--- config.mk ---
export PLATFORM = sky130hd
export DESIGN_NAME = line_frame_counter
export DESIGN_NICKNAME = d
export VERILOG_FILES = /design/src/rtl/frame_cnt_pkg.sv /design/src/rtl/line_frame_counter_edge_detect.sv /design/src/rtl/line_frame_counter.sv
export SDC_FILE = /design/constraint.sdc
export NUM_CORES = 1
export LEC_CHECK = 0
export CORE_MARGIN = 1
export CORE_UTILIZATION = 40
export DETAILED_ROUTE_END_ITERATION = 12
export GPL_TIMING_DRIVEN = 0
export MAX_ROUTING_LAYER = met4
export PLACE_DENSITY = 0.69
export SLEW_MARGIN = 20
export SYNTH_ARGS = -nofsm -noshare
export SYNTH_HDL_FRONTEND = slang
export SYNTH_SLANG_ARGS = --single-unit
--- constraint.sdc ---
create_clock -name clk -period 4 [get_ports clk]
set_clock_uncertainty 0.15 [all_clocks]
set_input_delay 0.6 -clock clk [delete_from_list [all_inputs] [get_ports clk]]
set_output_delay 0.6 -clock clk [all_outputs]
set_load 0.05 [all_outputs]
--- src/rtl/frame_cnt_pkg.sv ---
// Shared definitions for the line/frame counter: FSM encoding and mode values.
package frame_cnt_pkg;

  // Counter FSM states.
  typedef enum logic [1:0] {
    IDLE = 2'b00,
    RUN  = 2'b01,
    DONE = 2'b10
  } state_t;

  // Values of the mode input.
  localparam logic MODE_CONT   = 1'b0;
  localparam logic MODE_SINGLE = 1'b1;

endpackage

--- src/rtl/line_frame_counter_edge_detect.sv ---
// Rising-edge detector: a level held high produces a single one-cycle rise.
module edge_detect (
  input  logic clk,
  input  logic rst_n,
  input  logic in,
  output logic rise
);

  logic in_d;

  // Delayed copy of the input. It clears on reset so that an input which is
  // already high when reset releases is still seen as a rising edge.
  always_ff @(posedge clk or negedge rst_n) begin
    if (!rst_n) begin
      in_d <= 1'b0;
    end else begin
      in_d <= in;
    end
  end

  assign rise = in & ~in_d;

endmodule

--- src/rtl/line_frame_counter.sv ---
// Line / frame counter driven by a line strobe.
// Counts strobe rising edges into line_idx (0..N-1). Each time a frame
// completes, frame_cnt advances and endFrame pulses for one cycle. In
// continuous mode the next frame starts at once with a freshly latched N; in
// single-shot mode the block parks in DONE and flags further strobes as
// overrun. Dropping enb clears everything and returns the block to IDLE.
// The state output reflects the FSM state register for observation only.
//
// lines_per_frame is sampled at frame start only, so it may change at any
// time without disturbing the frame in progress. The value 0 encodes
// 2^LINE_W lines, which falls out naturally because N-1 wraps to all ones.
module line_frame_counter
  import frame_cnt_pkg::*;
#(
  parameter int LINE_W  = 10,
  parameter int FRAME_W = 8
) (
  input  logic               clk,
  input  logic               rst_n,
  input  logic               enb,
  input  logic               mode,
  input  logic               newLine,
  input  logic [LINE_W-1:0]  lines_per_frame,
  output logic [LINE_W-1:0]  line_idx,
  output logic [FRAME_W-1:0] frame_cnt,
  output logic               endFrame,
  output logic               lastLine,
  output logic               busy,
  output logic               overrun,
  output state_t             state
);

  localparam logic [LINE_W-1:0]  LINE_ONE  = LINE_W'(1);
  localparam logic [FRAME_W-1:0] FRAME_ONE = FRAME_W'(1);

  state_t             state_q;
  state_t             state_d;
  logic [LINE_W-1:0]  n_q;
  logic [LINE_W-1:0]  n_d;
  logic [LINE_W-1:0]  line_idx_d;
  logic [FRAME_W-1:0] frame_cnt_d;
  logic               end_frame_d;
  logic               overrun_d;
  logic [LINE_W-1:0]  last_idx;
  logic               at_last;
  logic               line_rise;

  edge_detect u_edge (
    .clk   (clk),
    .rst_n (rst_n),
    .in    (newLine),
    .rise  (line_rise)
  );

  // Index of the final line of the current frame (all ones when N is 0).
  assign last_idx = n_q - LINE_ONE;
  assign at_last  = (line_idx == last_idx);

  // State register and all registered outputs.
  always_ff @(posedge clk or negedge rst_n) begin
    if (!rst_n) begin
      state_q   <= IDLE;
      n_q       <= '0;
      line_idx  <= '0;
      frame_cnt <= '0;
      endFrame  <= 1'b0;
      overrun   <= 1'b0;
    end else begin
      state_q   <= state_d;
      n_q       <= n_d;
      line_idx  <= line_idx_d;
      frame_cnt <= frame_cnt_d;
      endFrame  <= end_frame_d;
      overrun   <= overrun_d;
    end
  end

  // Next-state and next-counter logic; enb low overrides everything.
  always_comb begin
    state_d     = state_q;
    n_d         = n_q;
    line_idx_d  = line_idx;
    frame_cnt_d = frame_cnt;
    end_frame_d = 1'b0;
    overrun_d   = overrun;
    if (!enb) begin
      state_d     = IDLE;
      line_idx_d  = '0;
      frame_cnt_d = '0;
      overrun_d   = 1'b0;
    end else begin
      case (state_q)
        IDLE: begin
          // Start a frame; a strobe edge in this cycle is not counted.
          state_d    = RUN;
          n_d        = lines_per_frame;
          line_idx_d = '0;
        end
        RUN: begin
          if (line_rise) begin
            if (at_last) begin
              line_idx_d  = '0;
              frame_cnt_d = frame_cnt + FRAME_ONE;
              end_frame_d = 1'b1;
              if (mode == MODE_SINGLE) begin
                state_d = DONE;
              end else begin
                n_d = lines_per_frame;
              end
            end else begin
              line_idx_d = line_idx + LINE_ONE;
            end
          end
        end
        DONE: begin
          if (line_rise) begin
            overrun_d = 1'b1;
          end
        end
        default: begin
          state_d = IDLE;
        end
      endcase
    end
  end

  assign busy     = (state_q == RUN);
  assign lastLine = (state_q == RUN) && at_last;
  assign state    = state_q;

endmodule

# --- Word level (Yosys, flattened, before mapping) ---
# Index checks and enable logic that the tools add are counted.
totals:
  in_bits: 15
  elab_cells: 59
  output_inout_bits: 24
  register_bits: 33
classes:
  reduce_logical: 8
  n_eq_ne: 15
  add_sub_neg: 3
  n_mux: 24
  n_bitwise: 2
ops:
  columns: ["cell", "n"]
  rows:
  - ["$mux W10", 6]
  - ["$pmux W10 S2", 2]
  - ["$mux W8", 4]
  - ["$ne A2 B1 Y1 const B", 6]
  - ["$add A10 B1 Y10 const B", 1]
  - ["$eq A10 B10 Y1", 1]
  - ["$sub A10 B1 Y10 const B", 1]
  - ["$add A8 B1 Y8 const B", 1]
  - ["$mux W2", 4]
  - ["$mux W1", 7]
  - ["$ne A3 B2 Y1 const B", 2]
  - ["$pmux W2 S3", 1]
  - ["$reduce_and A5 Y1", 1]
  - ["$ne A2 B2 Y1 const B", 2]
  - ["$reduce_and A2 Y1", 2]
  - ["$reduce_and A4 Y1", 1]
  - ["$ne A3 B1 Y1 const B", 1]
  - ["$ne A3 B3 Y1 const B", 1]
  - ["$reduce_and A3 Y1", 1]
  - ["$eq A2 B1 Y1 const B", 1]
  - ["$eq A2 B2 Y1 const B", 1]
  - ["$logic_not A2 Y1", 1]
  - ["$reduce_bool A2 Y1", 1]
  - ["$and A1 B1 Y1", 1]
  - ["2 further kinds", 2]

# --- Logic depth before layout (Yosys ltp) ---
depth:
  depth_word: 6
  depth_mapped: 10
  depth_no_buf: 8

# --- Modules after synthesis ---
# From an unflattened synthesis, not the netlist that was laid out.
unflattened:
  cells_unflattened: 202
  area_unflattened_um2: 2023.2
modules_own_cells:
  columns: ["module", "cells_per_inst", "instances", "area_each_um2", "seq_area_each_um2"]
  rows:
  - ["line_frame_counter", 200, 1, 1984.4, 800.8]
  - ["edge_detect", 2, 1, 38.8, 25.0]

# --- Least setup slack after synthesis ---
# No wires, ideal clock.
synth_path:
  path_kind: "register -> output"
  start: "register n_q[0]"
  end: "output port lastLine"
  arrival_time_ns: 3.463
  stages_incl_launch_ff: 6
  setup_slack_ns: -0.213
  required_ns: 3.250
  n_path_buf: 0
  path_cell_list: "dfrtp_1 -> or4_1 -> or3_4 -> a2111oi_4 -> nand2_1 -> nor4_1"
synth_via:
  elab_chain_cells: 3
synth_rtl:
  columns: ["item", "line_no", "source"]
  rows:
  - ["start, declared", "line_frame_counter.sv:38", "logic [LINE_W-1:0] n_q;"]
  - ["start signal, assigned", "line_frame_counter.sv:70", "n_q <= n_d;"]
  - ["$sub A10 B1 Y10", "line_frame_counter.sv:56", "assign last_idx = n_q - LINE_ONE;"]
  - ["$eq A10 B10 Y1", "line_frame_counter.sv:57", "assign at_last = (line_idx == last_idx);"]
  - ["$logic_and A1 B1 Y1", "line_frame_counter.sv:128", "assign lastLine = (state_q == RUN) && at_last;"]
  - ["end, declared", "line_frame_counter.sv:27", "output logic lastLine,"]
# No other way between the ends.

# --- Worst setup path in the final report ---
# Ends and elaborated chain as after synthesis.

==> summary.md <==
| Metric | Value |
|---|---|
| Largest family of logic cells by synthesized area | `simple AND/OR/NAND/NOR gates` |
| Sink Count | `33` |
| Crit path launch | `n_q[0]` |
| Post-synth ARST share | `1.000` |
| Hold Path Class | `input port to asynchronous set/reset pin` |
| Root buffer cell | `clkbuf_8` |
| Nets | `about 260` |
| Std cell rows | `24` |
| Post-DP HPWL | `3.282 mm` |
| Max clock buf depth | `2` |
| Critical path peak fanout | `8` |
| Syn avg cell area | `just under 10 µm²` |
| CTS tree | `done` |
| # diodes | `0` |
| Antenna viol nets, final | `0` |
| Post-synthesis cell area | `0.001939 mm²` |
| Initial DRC count | `74` |
| Final Critical Period | `approximately 3800 ps` |
| Final Cell Area | `roughly 0.0025 mm²` |
| Die width | `between 70 and 80 µm` |
| Post-route DRC | `0` |
| Outcome | `completed` |
| Number of synthesized flops with an enable pin | `0` |
| Detailed Route WL | `between 4 and 5 mm` |
| P&R area growth vs syn | `30.45%` |
| RSZ-0062 raised after global routing | `no` |
| Max Slew Vio Count | `0` |
| Sw Pwr | `between 0.2 and 0.25 mW` |
| Vias in the first global route | `1646` |
| Most frequent cells after synthesis | `dfrtp_1 (33), nor3_1 (16), xnor2_1 (12), inv_1 (11)` |
| Slew HR | `0.4267` |
| Lkg Pwr | `between 0.9 and 1 nW` |
| Largest net degree at the start of global routing | `20` |
| H-tree depth | `2` |
| Crit path launch type | `flip-flop` |
| Top post-synthesis cells by area | `dfrtp_1 (43%), mux2_2 (5.8%), xnor2_1 (5.4%)` |
| Synth Register Bits | `33` |
| Worst-path clk slew | `70 ps` |
| Clk pwr share | `0.351` |
| Max incr delay on CP | `between 500 and 600 ps` |
| Mapped Nets | `roughly 220` |
| Least-Margin Pin Slew | `roughly 850 ps` |
| Placed inst area | `0.002414 mm²` |
| MaxCap Viol Count | `0` |
| Via count | `between 1500 and 2000` |
| Number of antenna violations at the first check in global routing | `0` |
| Unique cell type count in the Yosys netlist | `between 40 and 50` |
| Post-Synth Simple-Gate Area | `0.2368` |
| Worst EP arrival | `slightly above 3000 ps` |
| CP cell instances | `or4_1 > or3_4 > a2111oi_4 > nand2_1 > nor4_2 > clkdlybuf4s15_2` |
| CTS Buf Count | `5` |
| Hold Vio Cnt, Final | `0` |
| R2r endpoint | `n_q[5]` |
| Worst Setup End Kind | `output pin` |
| Fraction of layout cells with a size suffix above 1 | `0.1434` |
| Core area | `0.004504 mm²` |
| Mux share of post-synthesis cell area | `0.05806` |
| Synth Area in Adders | `0.01935` |
| Post-Synth XOR/XNOR Area | `0.07677` |
| Final Cycle Share | `0.9579` |
| End-of-flow core utilization | `0.5617` |
| Die height | `slightly above 70 µm` |
| Worst Path Required | `around 3300 ps` |
| GP Congestion | `just over 0.8` |
| Syn Inst Count | `between 150 and 200` |
| Hold-fix buffers, CTS | `0` |
| VDD IR max | `roughly 0.2 mV` |
| Avg WL per Cell | `approximately 15 µm` |
| Logic gate share of total power | `0.178` |
| Top Ports | `39` |
| Clock Latency Late Sink | `between 200 and 300 ps` |
| Sequential share of the synthesized area | `0.4258` |
| Die area | `between 0.005 and 0.006 mm²` |
| Worst R2R Start | `n_q[0]` |
| Starting Density | `0.4306` |
| Overflow after GRT | `0` |
| Drt first pass iters | `4` |
| Post-synth top area share | `0.4258` |
| Primary FF master, synth | `dfrtp_1` |
| Share of power burned in registers | `0.470` |
| Final setup vio count | `0` |
| Slowest library cell on the worst path | `or4_1` |
| Pwr/cell area | `approximately 320 mW/mm²` |
| PnR Total Power | `between 0.8 and 0.9 mW` |
| First-pass GRT wire length | `roughly 7.7 mm` |
| Post-synth top area cell | `dfrtp_1` |
| P_int | `~0.57 mW` |
| Fmax | `roughly 260 MHz` |
| Most common cell in the netlist | `dfrtp_1` |
| Synth warnings | `0` |
| Post-synthesis compound-gate area fraction | `0.1387` |
| Port bufs | `38` |
| Total track usage | `0.2019` |
| Reg2Reg Setup Slack | `820 ps` |
| WS Path Type | `flip-flop to output pin` |
| Vias per cell | `between 5 and 6` |
| Worst Path Buf+Inv | `1` |
| Reg2reg path depth | `6` |
| Sw Ratio | `0.2893` |
| CP delay by family, top | `simple AND/OR/NAND/NOR gates` |
through the flow:
stage / setup TNS (ps) / instances / setup slack (ps) / hold WS [ps]
final: 0 / 296 / 168.3 / 83.39
after global routing: 0 / 296 / 13.21 / 89.90
after CTS: 0 / 296 / 85.94 / 89.46
after detailed placement: 0 / 288 / 4.898 / 343.2
after global placement: -5.987 / 287 / -5.987 / 347.9
after floorplan: 0 / 197 / 354.8 / 154.4
worst max-delay path by stage:
stage / end / slack, ps / depth (start not counted)
floorplan: lastLine / 350 / 5
global placement: lastLine / -6 / 8
detailed placement: lastLine / 5 / 8
CTS: lastLine / 90 / 8
global route: lastLine / 10 / 6
finish: lastLine / 170 / 6
layer usage:
metal	wire length [µm]	vias up	track usage
met5	0	-	-
met4	73	0	0.08061
met3	207	8	0.04782
met2	2143	40	0.3197
met1	2091	817	0.2495
li1	-	827	-
power by group through the flow:
stage	sequential [mW]	combinational (mW)	clock, mW
global route	0.384	0.158	0.304
CTS	0.378	0.143	0.291
floorplan	0.382	0.0912	0
global placement	0.384	0.137	0
detailed placement	0.384	0.143	0
finish	0.380	0.144	0.283
repair_timing:
action                                  in CTS  in global routing
endpoints found under the setup margin       1                  1
setup buffers                                0                  0
gates resized for setup                      4                  2
hold endpoints to repair                     0                  0
logic make-up (layout without fill, tap and decap cells):
| kind of cell | after synthesis | after routing |
|---|---|---|
| compound gates | 38 | 38 |
| xor+xnor | 17 | 17 |
| fa+ha+maj | 3 | 3 |
| buf+inv | 18 | 65 |
| flops | 33 | 33 |
| mux | 10 | 10 |
| simple gates | 78 | 78 |
state kept, by name, indices dropped and copies added (netlist names):
name / count
line_idx: 10
n_q: 10
frame_cnt: 8
state: 2
endFrame: 1
overrun: 1
u_edge.in_d: 1
layout by cell type (no fill, tap or decap), types with 2 or more instances in the layout:
master           instances
nand3_1                  4
o211ai_1                 2
nor4_1                   4
nor2b_1                  4
clkdlybuf4s50_1         36
a21oi_1                 10
nor3b_1                  2
ha_1                     3
inv_1                   11
a31oi_1                  2
mux2_2                  10
clkbuf_8                 7
nand2_1                  5
o2111ai_1                2
buf_2                    4
nor2_1                  10
xor2_1                   5
xnor2_1                 12
or4_1                    8
or3_1                    4
nand4_1                  6
nor4_2                   3
o21ai_0                  5
and3_1                   2
nor3_1                  16
and4_1                   2
o31ai_1                  7
nand2b_1                 2
buf_6                    2
dfrtp_1                 33
o21a_1                   2
worst reg2reg max path: cells and delay by family (launching register included):
kind | cells | cell delay [ps]
multiplexers | 1 | 410
AND/OR/NAND/NOR | 3 | 1130
flip-flops | 1 | 470
AO/OA/AOI/OAI | 2 | 930
final cells by class:
cell class / instances / area, µm²
well taps: 52 / 65.06
clock inverters: 1 / 5.005
flip-flops and latches: 33 / 825.8
repair buffers: 39 / 404.1
clock buffers: 7 / 96.34
inverters: 12 / 45.04
plain buffers: 6 / 41.29
multi-input cells: 146 / 1047
fillers: 430 / 1974
Power figures use the tool's default switching activity.
